## src/rtl/piso_stream_serializer.sv

```systemverilog
// Parallel-in/serial-out symbol serializer: DATA_W-bit words in, SYM_W-bit symbols out,
// with a one-word holding buffer so back-to-back words stream without a bubble.
module piso_stream_serializer #(
    parameter int DATA_W    = 16,
    parameter int SYM_W     = 2,
    parameter int MSB_FIRST = 1,
    localparam int NSYM     = DATA_W / SYM_W,
    localparam int CNT_W    = $clog2(NSYM + 1)
) (
    input  logic              i_clk,
    input  logic              i_rst,
    input  logic              i_valid,
    output logic              o_ready,
    input  logic [DATA_W-1:0] i_data,
    input  logic [CNT_W-1:0]  i_nsym,
    output logic              o_valid,
    input  logic              i_ready,
    output logic [SYM_W-1:0]  o_data,
    output logic              o_last,
    output logic              o_done,
    output logic              o_busy
);

    localparam logic [0:0]       ST_IDLE  = 1'b0;
    localparam logic [0:0]       ST_SHIFT = 1'b1;
    localparam logic [CNT_W-1:0] NSYM_C   = CNT_W'(NSYM);
    localparam logic [CNT_W-1:0] ONE_C    = CNT_W'(1);
    localparam logic [CNT_W-1:0] ZERO_C   = CNT_W'(0);

    if ((DATA_W % SYM_W) != 0) begin : g_width_check
        $error("piso_stream_serializer: DATA_W must be a multiple of SYM_W");
    end

    // A zero or oversized request means "the whole word".
    function automatic logic [CNT_W-1:0] norm_nsym(input logic [CNT_W-1:0] n);
        logic [CNT_W-1:0] r;
        if ((n == ZERO_C) || (n > NSYM_C)) begin
            r = NSYM_C;
        end else begin
            r = n;
        end
        return r;
    endfunction

    logic [0:0]        state_r;
    logic [DATA_W-1:0] sr_word_r;
    logic [CNT_W-1:0]  sr_cnt_r;
    logic [DATA_W-1:0] hb_word_r;
    logic [CNT_W-1:0]  hb_cnt_r;
    logic              hb_full_r;
    logic              done_r;

    logic [0:0]        state_nx_s;
    logic [DATA_W-1:0] sr_word_nx_s;
    logic [CNT_W-1:0]  sr_cnt_nx_s;
    logic [DATA_W-1:0] hb_word_nx_s;
    logic [CNT_W-1:0]  hb_cnt_nx_s;
    logic              hb_full_nx_s;

    logic              sr_valid_s;
    logic              sym_acc_s;
    logic              last_acc_s;
    logic              in_acc_s;
    logic [SYM_W-1:0]  emit_sym_s;
    logic [DATA_W-1:0] sr_shift_s;

    // The emit end of the shift register depends on symbol order; the word shifts toward it.
    if (MSB_FIRST != 0) begin : g_msb_first
        assign emit_sym_s = sr_word_r[DATA_W-1 -: SYM_W];
        assign sr_shift_s = sr_word_r << SYM_W;
    end else begin : g_lsb_first
        assign emit_sym_s = sr_word_r[SYM_W-1:0];
        assign sr_shift_s = sr_word_r >> SYM_W;
    end

    assign sr_valid_s = (state_r == ST_SHIFT);
    assign sym_acc_s  = sr_valid_s & i_ready;
    assign last_acc_s = sym_acc_s & (sr_cnt_r == ONE_C);
    assign in_acc_s   = i_valid & o_ready;

    assign o_ready = ~hb_full_r & ~i_rst;
    assign o_valid = sr_valid_s;
    assign o_data  = sr_valid_s ? emit_sym_s : {SYM_W{1'b0}};
    assign o_last  = sr_valid_s & (sr_cnt_r == ONE_C);
    assign o_done  = done_r;
    assign o_busy  = sr_valid_s | hb_full_r;

    // Next-state for the shift register and holding buffer; HB refills SR before a new input does.
    always_comb begin
        state_nx_s   = state_r;
        sr_word_nx_s = sr_word_r;
        sr_cnt_nx_s  = sr_cnt_r;
        hb_word_nx_s = hb_word_r;
        hb_cnt_nx_s  = hb_cnt_r;
        hb_full_nx_s = hb_full_r;

        case (state_r)
            ST_IDLE, ST_SHIFT: begin
                if (!sr_valid_s || last_acc_s) begin
                    if (hb_full_r) begin
                        state_nx_s   = ST_SHIFT;
                        sr_word_nx_s = hb_word_r;
                        sr_cnt_nx_s  = hb_cnt_r;
                        hb_full_nx_s = 1'b0;
                    end else if (in_acc_s) begin
                        state_nx_s   = ST_SHIFT;
                        sr_word_nx_s = i_data;
                        sr_cnt_nx_s  = norm_nsym(i_nsym);
                    end else begin
                        state_nx_s   = ST_IDLE;
                        sr_cnt_nx_s  = ZERO_C;
                    end
                end else if (sym_acc_s) begin
                    sr_word_nx_s = sr_shift_s;
                    sr_cnt_nx_s  = sr_cnt_r - ONE_C;
                end else begin
                    sr_word_nx_s = sr_word_r;
                end

                // A word arriving while SR is still busy parks in the holding buffer.
                if (in_acc_s && sr_valid_s && !last_acc_s) begin
                    hb_word_nx_s = i_data;
                    hb_cnt_nx_s  = norm_nsym(i_nsym);
                    hb_full_nx_s = 1'b1;
                end else begin
                    hb_word_nx_s = hb_word_nx_s;
                end
            end
            default: begin
                state_nx_s   = ST_IDLE;
                sr_cnt_nx_s  = ZERO_C;
                hb_full_nx_s = 1'b0;
            end
        endcase
    end

    // Datapath and control registers.
    always_ff @(posedge i_clk or posedge i_rst) begin
        if (i_rst) begin
            state_r   <= ST_IDLE;
            sr_word_r <= {DATA_W{1'b0}};
            sr_cnt_r  <= ZERO_C;
            hb_word_r <= {DATA_W{1'b0}};
            hb_cnt_r  <= ZERO_C;
            hb_full_r <= 1'b0;
            done_r    <= 1'b0;
        end else begin
            state_r   <= state_nx_s;
            sr_word_r <= sr_word_nx_s;
            sr_cnt_r  <= sr_cnt_nx_s;
            hb_word_r <= hb_word_nx_s;
            hb_cnt_r  <= hb_cnt_nx_s;
            hb_full_r <= hb_full_nx_s;
            done_r    <= last_acc_s;
        end
    end

endmodule
```

## config.mk

```make
export PLATFORM = sky130hd
export DESIGN_NAME = piso_stream_serializer
export DESIGN_NICKNAME = d
export VERILOG_FILES = /design/src/rtl/piso_stream_serializer.sv
export SDC_FILE = /design/constraint.sdc
export NUM_CORES = 1
export LEC_CHECK = 0
export BUFFER_PORTS_ARGS = -buffer_cell sky130_fd_sc_hd__buf_2
export CAP_MARGIN = 20
export CORE_MARGIN = 4
export CORE_UTILIZATION = 54
export CTS_BUF_LIST = sky130_fd_sc_hd__clkbuf_4
export CTS_CLUSTER_SIZE = 30
export DETAILED_ROUTE_END_ITERATION = 12
export PLACE_DENSITY = 0.78
export SLEW_MARGIN = 10
export SYNTH_ARGS = -nofsm -noshare
export SYNTH_HDL_FRONTEND = slang
export SYNTH_SLANG_ARGS = --single-unit
```

## constraint.sdc

```tcl
create_clock -name i_clk -period 1.64 [get_ports i_clk]
set_input_delay 0.164 -clock i_clk [delete_from_list [all_inputs] [get_ports i_clk]]
set_output_delay 0.164 -clock i_clk [all_outputs]
set_load 0.03 [all_outputs]
```

==> results.md, run 1 <==
- Skew-Pair Late Insertion Delay: 360 ps
- Clk buf depth: 2
- Endpoints failing hold: 0
- Violated checks: setup timing
- Gr usage total: 17.9%
- Clock transition at path regs: 140 ps
- Worst hold path class: input port to asynchronous set/reset pin
- H-tree depth: 2
- Slew @ Worst Pin: 564 ps
- Leading post-synthesis cells by cell area: dfrtp_1, mux2_2, mux2_4
- Root Buffer: clkbuf_4
- Most common cell after layout, fill and taps aside: dfrtp_1
- Power per Cell Area: 1570 nW/um^2
- Post-layout util: 71.1%
- Via count: 1609
- Antenna diodes: 0
- Sequential-to-total area share from yosys stat: 45.8%
- RSZ-0062 raised after global routing: yes
- 1st-pass router iterations: 4
- WS Path Type: flip-flop to flip-flop
- Synthesized area per cell: 12.2 sq um
- Commonest non-fill, non-tap cells in the layout: dfrtp_1, mux2_4, buf_2, buf_4, mux2_2
- Ys Warns: 0
- Die Y: 73.9 microns
- Hold_buf cts: 0
- TritonCTS clock tree: built
- Post-synthesis async set-or-reset flop share: 100%
- Synth top area share: 45.8%
- Core Box Area: 4120 sq um
- Critical Path AT: 1970 ps
- Tcrit/Tclk final: 105%
- DPL Wire Length: 3120 microns
- Number of synthesized flops with an enable pin: 0
- Vias in the first global route: 1598
- Hold WS: 24.7 ps
- Synth-to-layout area growth: 24.6%
- Post-Synthesis Cell Area: 2350 sq um
- Crit path time final: 1730 ps
- Initial antenna violation count: 0
- DRC: 0
- Main flop type after synthesis: dfrtp_1
- IO Pins: 31
- Slew margin rel.: 62.4%
- Largest net degree at the start of global routing: 44
- Placer Congestion: 0.810
- Crit Path Max Fanout: 15
- Fmax: 578 MHz
- Post-route ant nets: 0
- Setup WS post-layout: -89.0 ps
- Setup Skew: 16.3 ps
- Max Cap Viol: 0
- Synth Register Bits: 43
- Power, Total: 4.60 mW
- Post-synthesis cell type count: 41
- Num rows: 23
- Startpoint Class: flip-flop
- Worst VDD drop: 0.979 mV
- Fin nets: 269
- 1st-iter DRT viols: 89
- Number of I/O port buffers: 30
- Max-slew violation count: 0
- Crit. End Element: flip-flop
- Wirelength per Cell: 16.2 microns
- Wire length of the first global-routing pass: 7520 microns
- Share of cells above drive strength 1: 49.6%
- Yosys top cell by area: dfrtp_1
- Starting density of the core: 57.1%
- Grt total ovfl: 0
- DR vias/cell: 5.47
- TritonCTS sink count: 43
- Die area: 5470 sq um
- Status: complete, but fails checks
- Die X: 73.9 microns
- LEAKAGE: 1.45 nW
- Syn Nets: 218
- Synth Instances: 192
- CTS buffer count: 5
- Routed WL: 4750 microns
- # setup viols final: 15
- CP required: 1880 ps
[kinds of logic (layout without fill, tap and decap cells)]
kind of cell	count (synthesis)	after routing	synth area share (%)
muxes	58	58	29.1
and+or+nand+nor	47	47	12.1
DFF	43	43	45.8
AOI/OAI and AO/OA	22	22	6.29
buffers and inverters	19	71	5.22
adders and majority gates	2	2	1.07
xor gates and xnor gates	1	1	0.373
[synth_stat cells, types with 4 or more instances]
master / n
nor2_1: 6
nand2_1: 10
dfrtp_1: 43
mux2_2: 31
o21ai_0: 12
buf_2: 6
nor3b_1: 4
mux2_4: 13
inv_1: 6
mux2i_1: 14
nand3_1: 5
[metrics by stage]
step / std cells / setup slack (ps) / setup TNS, ps / area (sq um)
floorplan: 192 / -97.8 / -837 / 2360
global placement: 277 / -215 / -3920 / 2630
detailed placement: 277 / -260 / -4890 / 2630
CTS: 288 / -78.6 / -771 / 2780
global route: 294 / -128 / -1820 / 2930
finish: 294 / -89.0 / -896 / 2930
[registers in the layout (all words and copies together) (netlist names)]
signal	count
hb_cnt_r	4
hb_full_r	1
hb_word_r	16
o_done	1
o_valid	1
sr_cnt_r	4
sr_word_r	16
[power by group]
group	internal, mW	leakage (nW)	switching [mW]
Sequential	1.52	0.540	0.309
Clock	0.158	0.0263	0.341
Combinational	1.37	0.879	0.897
Total	3.05	1.45	1.55
[critical path: stages (launching register included)]
cell	delay, ps
dfrtp_1	390
inv_2	80
ha_4	160
or3b_4	400
nand2_4	70
a21oi_4	60
buf_12	160
mux2_4	300
[timing repair]
action / 4_1_cts / 5_1_grt
endpoints found under the setup margin: 34 / 32
pin swaps: 1 / 2
gates cloned: 0 / 1
setup buffers: 3 / 5
gates resized for setup: 9 / 20
[routing by layer]
layer / up-vias / wire (microns) / GRT usage [%]
met5: - / 0 / 0
met4: 0 / 75 / 7.04
met3: 9 / 132 / 3.65
met2: 27 / 2400 / 30.7
met1: 797 / 2150 / 22.2
li1: 776 / - / -
[final cells by class]
cell class | count | area, sq um
Timing Repair Buffer | 56 | 439
Sequential cell | 43 | 1080
Clock buffer | 5 | 37.5
Clock inverter | 3 | 15.0
Tap cell | 50 | 62.6
Inverter | 7 | 26.3
Multi-Input combinational cell | 130 | 1270
Fill cell | 306 | 1190
[final timing paths]
check | start | end | slack [ps] | cells past startpoint
max reg2reg | sr_cnt_r[1] | sr_word_r[0] | -90 | 7
min | i_rst | o_done | 20 | 3
max in group asynchronous | i_rst | hb_full_r | 1220 | 3
min reg2reg | hb_cnt_r[1] | hb_cnt_r[1] | 500 | 2
min in group i_clk | i_data[15] | hb_word_r[15] | 40 | 2
max | sr_cnt_r[1] | sr_word_r[0] | -90 | 7
(Power assumes the default switching activity.)
==> inputs of run 2 (changes only) <==
ABC_AREA = 1   (was unset)
PLACE_DENSITY = 0.79   (was 0.78)
==> results.md, run 2 <==
- Status: finished, final reports clean
- Clock transition at path regs: 130 ps (about the same)
- Via count: 2069 (+29%)
- Commonest non-fill, non-tap cells in the layout: nand2_1, dfrtp_1, nand3_1, inv_1, buf_2
- Design area: 2630 sq um (-10%)
- Most common cell after layout, fill and taps aside: nand2_1
- Syn Nets: 349 (+60%)
- Crit Path Max Fanout: 3 (-12)
- Critical R2R Launch: sr_cnt_r[1]
- Post-synthesis cell type count: 24 (-41%)
- Wirelength per Cell: 12.3 microns (-24%)
- Hold_buf cts: 0 (unchanged)
- Setup WS post-layout: 26.3 ps (+115 ps)
- Sequential-to-total area share from yosys stat: 45.3% (-0.51 points)
- Post-place setup slack: 154 ps (+414 ps)
- Yosys top cell by area: dfrtp_1
- Psw: 2.05 mW (+32%)
- LEAKAGE: 1.47 nW (+1.6%)
- Grt total ovfl: 0 (unchanged)
- Power per Cell Area: 1710 nW/um^2 (+8.6%)
- 1st-pass router iterations: 4 (unchanged)
- 1st-iter DRT viols: 241 (+170%)
- Number of synthesized flops with an enable pin: 0 (unchanged)
- CP required: 1480 ps (-400 ps)
- Antenna diodes: 0 (unchanged)
- Fillers: 365 (+19%)
- # setup viols final: 0 (-15)
- Flop pwr share: 38.9% (-0.9 points)
- Wire length of the first global-routing pass: 8550 microns (+14%)
- Routed WL: 4990 microns (+4.9%)
- Synth top area share: 45.3% (-0.51 points)
- IO Pins: 31 (unchanged)
- Synthesized area per cell: 7.35 sq um (-40%)
- Die Y: 74.3 microns (+0.50%)
- Critical Path AT: 1450 ps (-520 ps)
- Setup Skew: 11.9 ps (-4.34 ps)
- Share of cells above drive strength 1: 16.9% (-33 points)
- Gr usage total: 20.1% (+2.2 points)
- Post-synthesis async set-or-reset flop share: 100% (unchanged)
- CP top delay family: flip-flops
- Die area: 5520 sq um (+1.0%)
- Post-route ant nets: 0 (unchanged)
- Crit path time final: 1610 ps (-115 ps)
- Fin nets: 379 (+41%)
- TritonCTS clock tree: built
- Startpoint Class: flip-flop
- DRC: 0 (unchanged)
- Synth Instances: 323 (+68%)
- Worst VDD drop: 0.843 mV (-14%)
- Max Cap Viol: 0 (unchanged)
- Slowest stage cell, crit path: dfrtp_1
- Starting density of the core: 57.7% (+0.64 points)
- Max-slew violation count: 0 (unchanged)
- Gate power share: 49.4% (about the same)
- Crit. End Element: output pin
- Number of I/O port buffers: 30 (unchanged)
- Slew margin rel.: 63.1% (+0.70 points)
- Most common cell in the netlist: nand2_1
- Slew @ Worst Pin: 553 ps (-10.5 ps)
- Ys Warns: 0 (unchanged)
- Int Power: 2.44 mW (-20%)
- Leading post-synthesis cells by cell area: dfrtp_1, nand2_1, nand3_1
- Vias in the first global route: 1944 (+22%)
- H-tree depth: 2 (unchanged)
- Num rows: 23 (unchanged)
- Post-Synthesis Cell Area: 2370 sq um (+1.1%)
- Synth-to-layout area growth: 10.8%
- Main flop type after synthesis: dfrtp_1
- Sw Share: 45.7% (+12 points)
- TritonCTS sink count: 43 (unchanged)
- CP bufs+invs: 2 (unchanged)
- Root Buffer: clkbuf_4
- Fmax: 620 MHz (+7.1%)
- Regs by FF count: hb_word_r x16, sr_word_r x16
- WS Path Type: flip-flop to output pin
- Worst hold path class: input port to asynchronous set/reset pin
- Placer Congestion: 0.848 (+4.7%)
- Clk buf depth: 2 (unchanged)
- CP peak stage delay: 420 ps (+20 ps)
- Core Box Area: 4120 sq um (unchanged)
- Die X: 74.3 microns (+0.50%)
- Critical path, cell by cell: inv_1, ha_4, nand2_1, nor2_1, buf_4
- Placed cell areas: 2550 sq um (-3.2%)
- Critical Path Source: sr_cnt_r[1]
- Tcrit/Tclk final: 98.4% (-7.0 points)
- Largest net degree at the start of global routing: 44 (unchanged)
- Endpoints failing hold: 0 (unchanged)
- Initial antenna violation count: 0 (unchanged)
- Clk pwr share: 11.7% (+0.9 points)
- DPL Wire Length: 3510 microns (+13%)
- DR vias/cell: 5.12 (-6.4%)
- Synth Register Bits: 43 (unchanged)
- Synth cell count leaders: nand2_1, dfrtp_1, nand3_1
- CTS buffer count: 5 (unchanged)
- Skew-Pair Late Insertion Delay: 360 ps (about the same)
run 2: changes by cell type after synthesis, sizes merged, moves of 7 or more:
| cell | change |
|---|---|
| mux2 | -44 |
| nor2 | +7 |
| o21ai | +26 |
| inv | +27 |
| mux2i | -14 |
| nand2 | +124 |
| nand3 | +31 |
run 2: kinds of logic (layout without fill, tap and decap cells):
group / Yosys count / after routing / synth area share [%]
simple gates: 187 / 187 / 34.9
buf+inv: 49 / 80 / 9.64
fa+ha+maj: 2 / 2 / 1.05
flops: 43 / 43 / 45.3
compound gates: 41 / 41 / 8.75
xor+xnor: 1 / 1 / 0.369
run 2: final timing paths:
kind	endpoint	slack, ps	depth (start not counted)
hold reg to reg	hb_cnt_r[1]	500	2
setup reg to reg	hb_word_r[8]	160	8
max in group asynchronous	hb_word_r[9]	1220	3
min in group i_clk	hb_word_r[0]	20	3
hold / removal	sr_cnt_r[2]	10	3
setup / recovery	o_last	30	5
run 2: per-layer routing:
layer / wire (microns) / global-route usage (%) / vias up
met4: 26 / 4.74 / 0
li1: - / - / 1075
met5: 0 / 0 / -
met2: 2290 / 32.3 / 55
met1: 2370 / 28.2 / 937
met3: 300 / 4.19 / 2
run 2: worst min-delay path: stages:
cell and delay (ps):
buf_2 110, clkinvlp_4 110, buf_4 470
run 2: power by group through the flow:
stage          Clock [mW]  Combinational, mW  Sequential (mW)
3_3_place_gp            0               2.11             1.74
4_1_cts             0.545               2.19             1.74
5_1_grt             0.573               2.53             1.81
3_5_place_dp            0               2.17             1.75
6_report            0.524               2.22             1.75
2_1_floorplan           0               1.75             1.73
run 2: cell type report:
class                           instances  area, sq um  share of cell area, %
Multi-Input combinational cell        231         1080                   41.2
Clock inverter                          3         20.0                  0.761
Sequential cell                        43         1080                   40.9
Tap cell                               50         62.6                   2.38
Inverter                               34          134                   5.09
Timing Repair Buffer                   38          216                   8.23
Clock buffer                            5         37.5                   1.43
run 2: timing repair:
action                                  4_1_cts  5_1_grt
setup buffers                                 0        1
gates resized for setup                       2        2
pin swaps                                     0        0
endpoints found under the setup margin        1        1
run 2: per-stage QoR:
| step | instances | setup TNS (ps) | power [mW] | hold WS [ps] | utilization (%) |
|---|---|---|---|---|---|
| floorplan | 323 | -1190 | 3.49 | 182 | - |
| global placement | 395 | 0 | 3.84 | 390 | 61.9 |
| detailed placement | 395 | 0 | 3.92 | 392 | 61.9 |
| CTS | 403 | 0 | 4.47 | 14.5 | 63.5 |
| global route | 404 | -58.5 | 4.91 | 23.1 | 63.9 |
| finish | 404 | 0 | 4.49 | 13.0 | 63.9 |
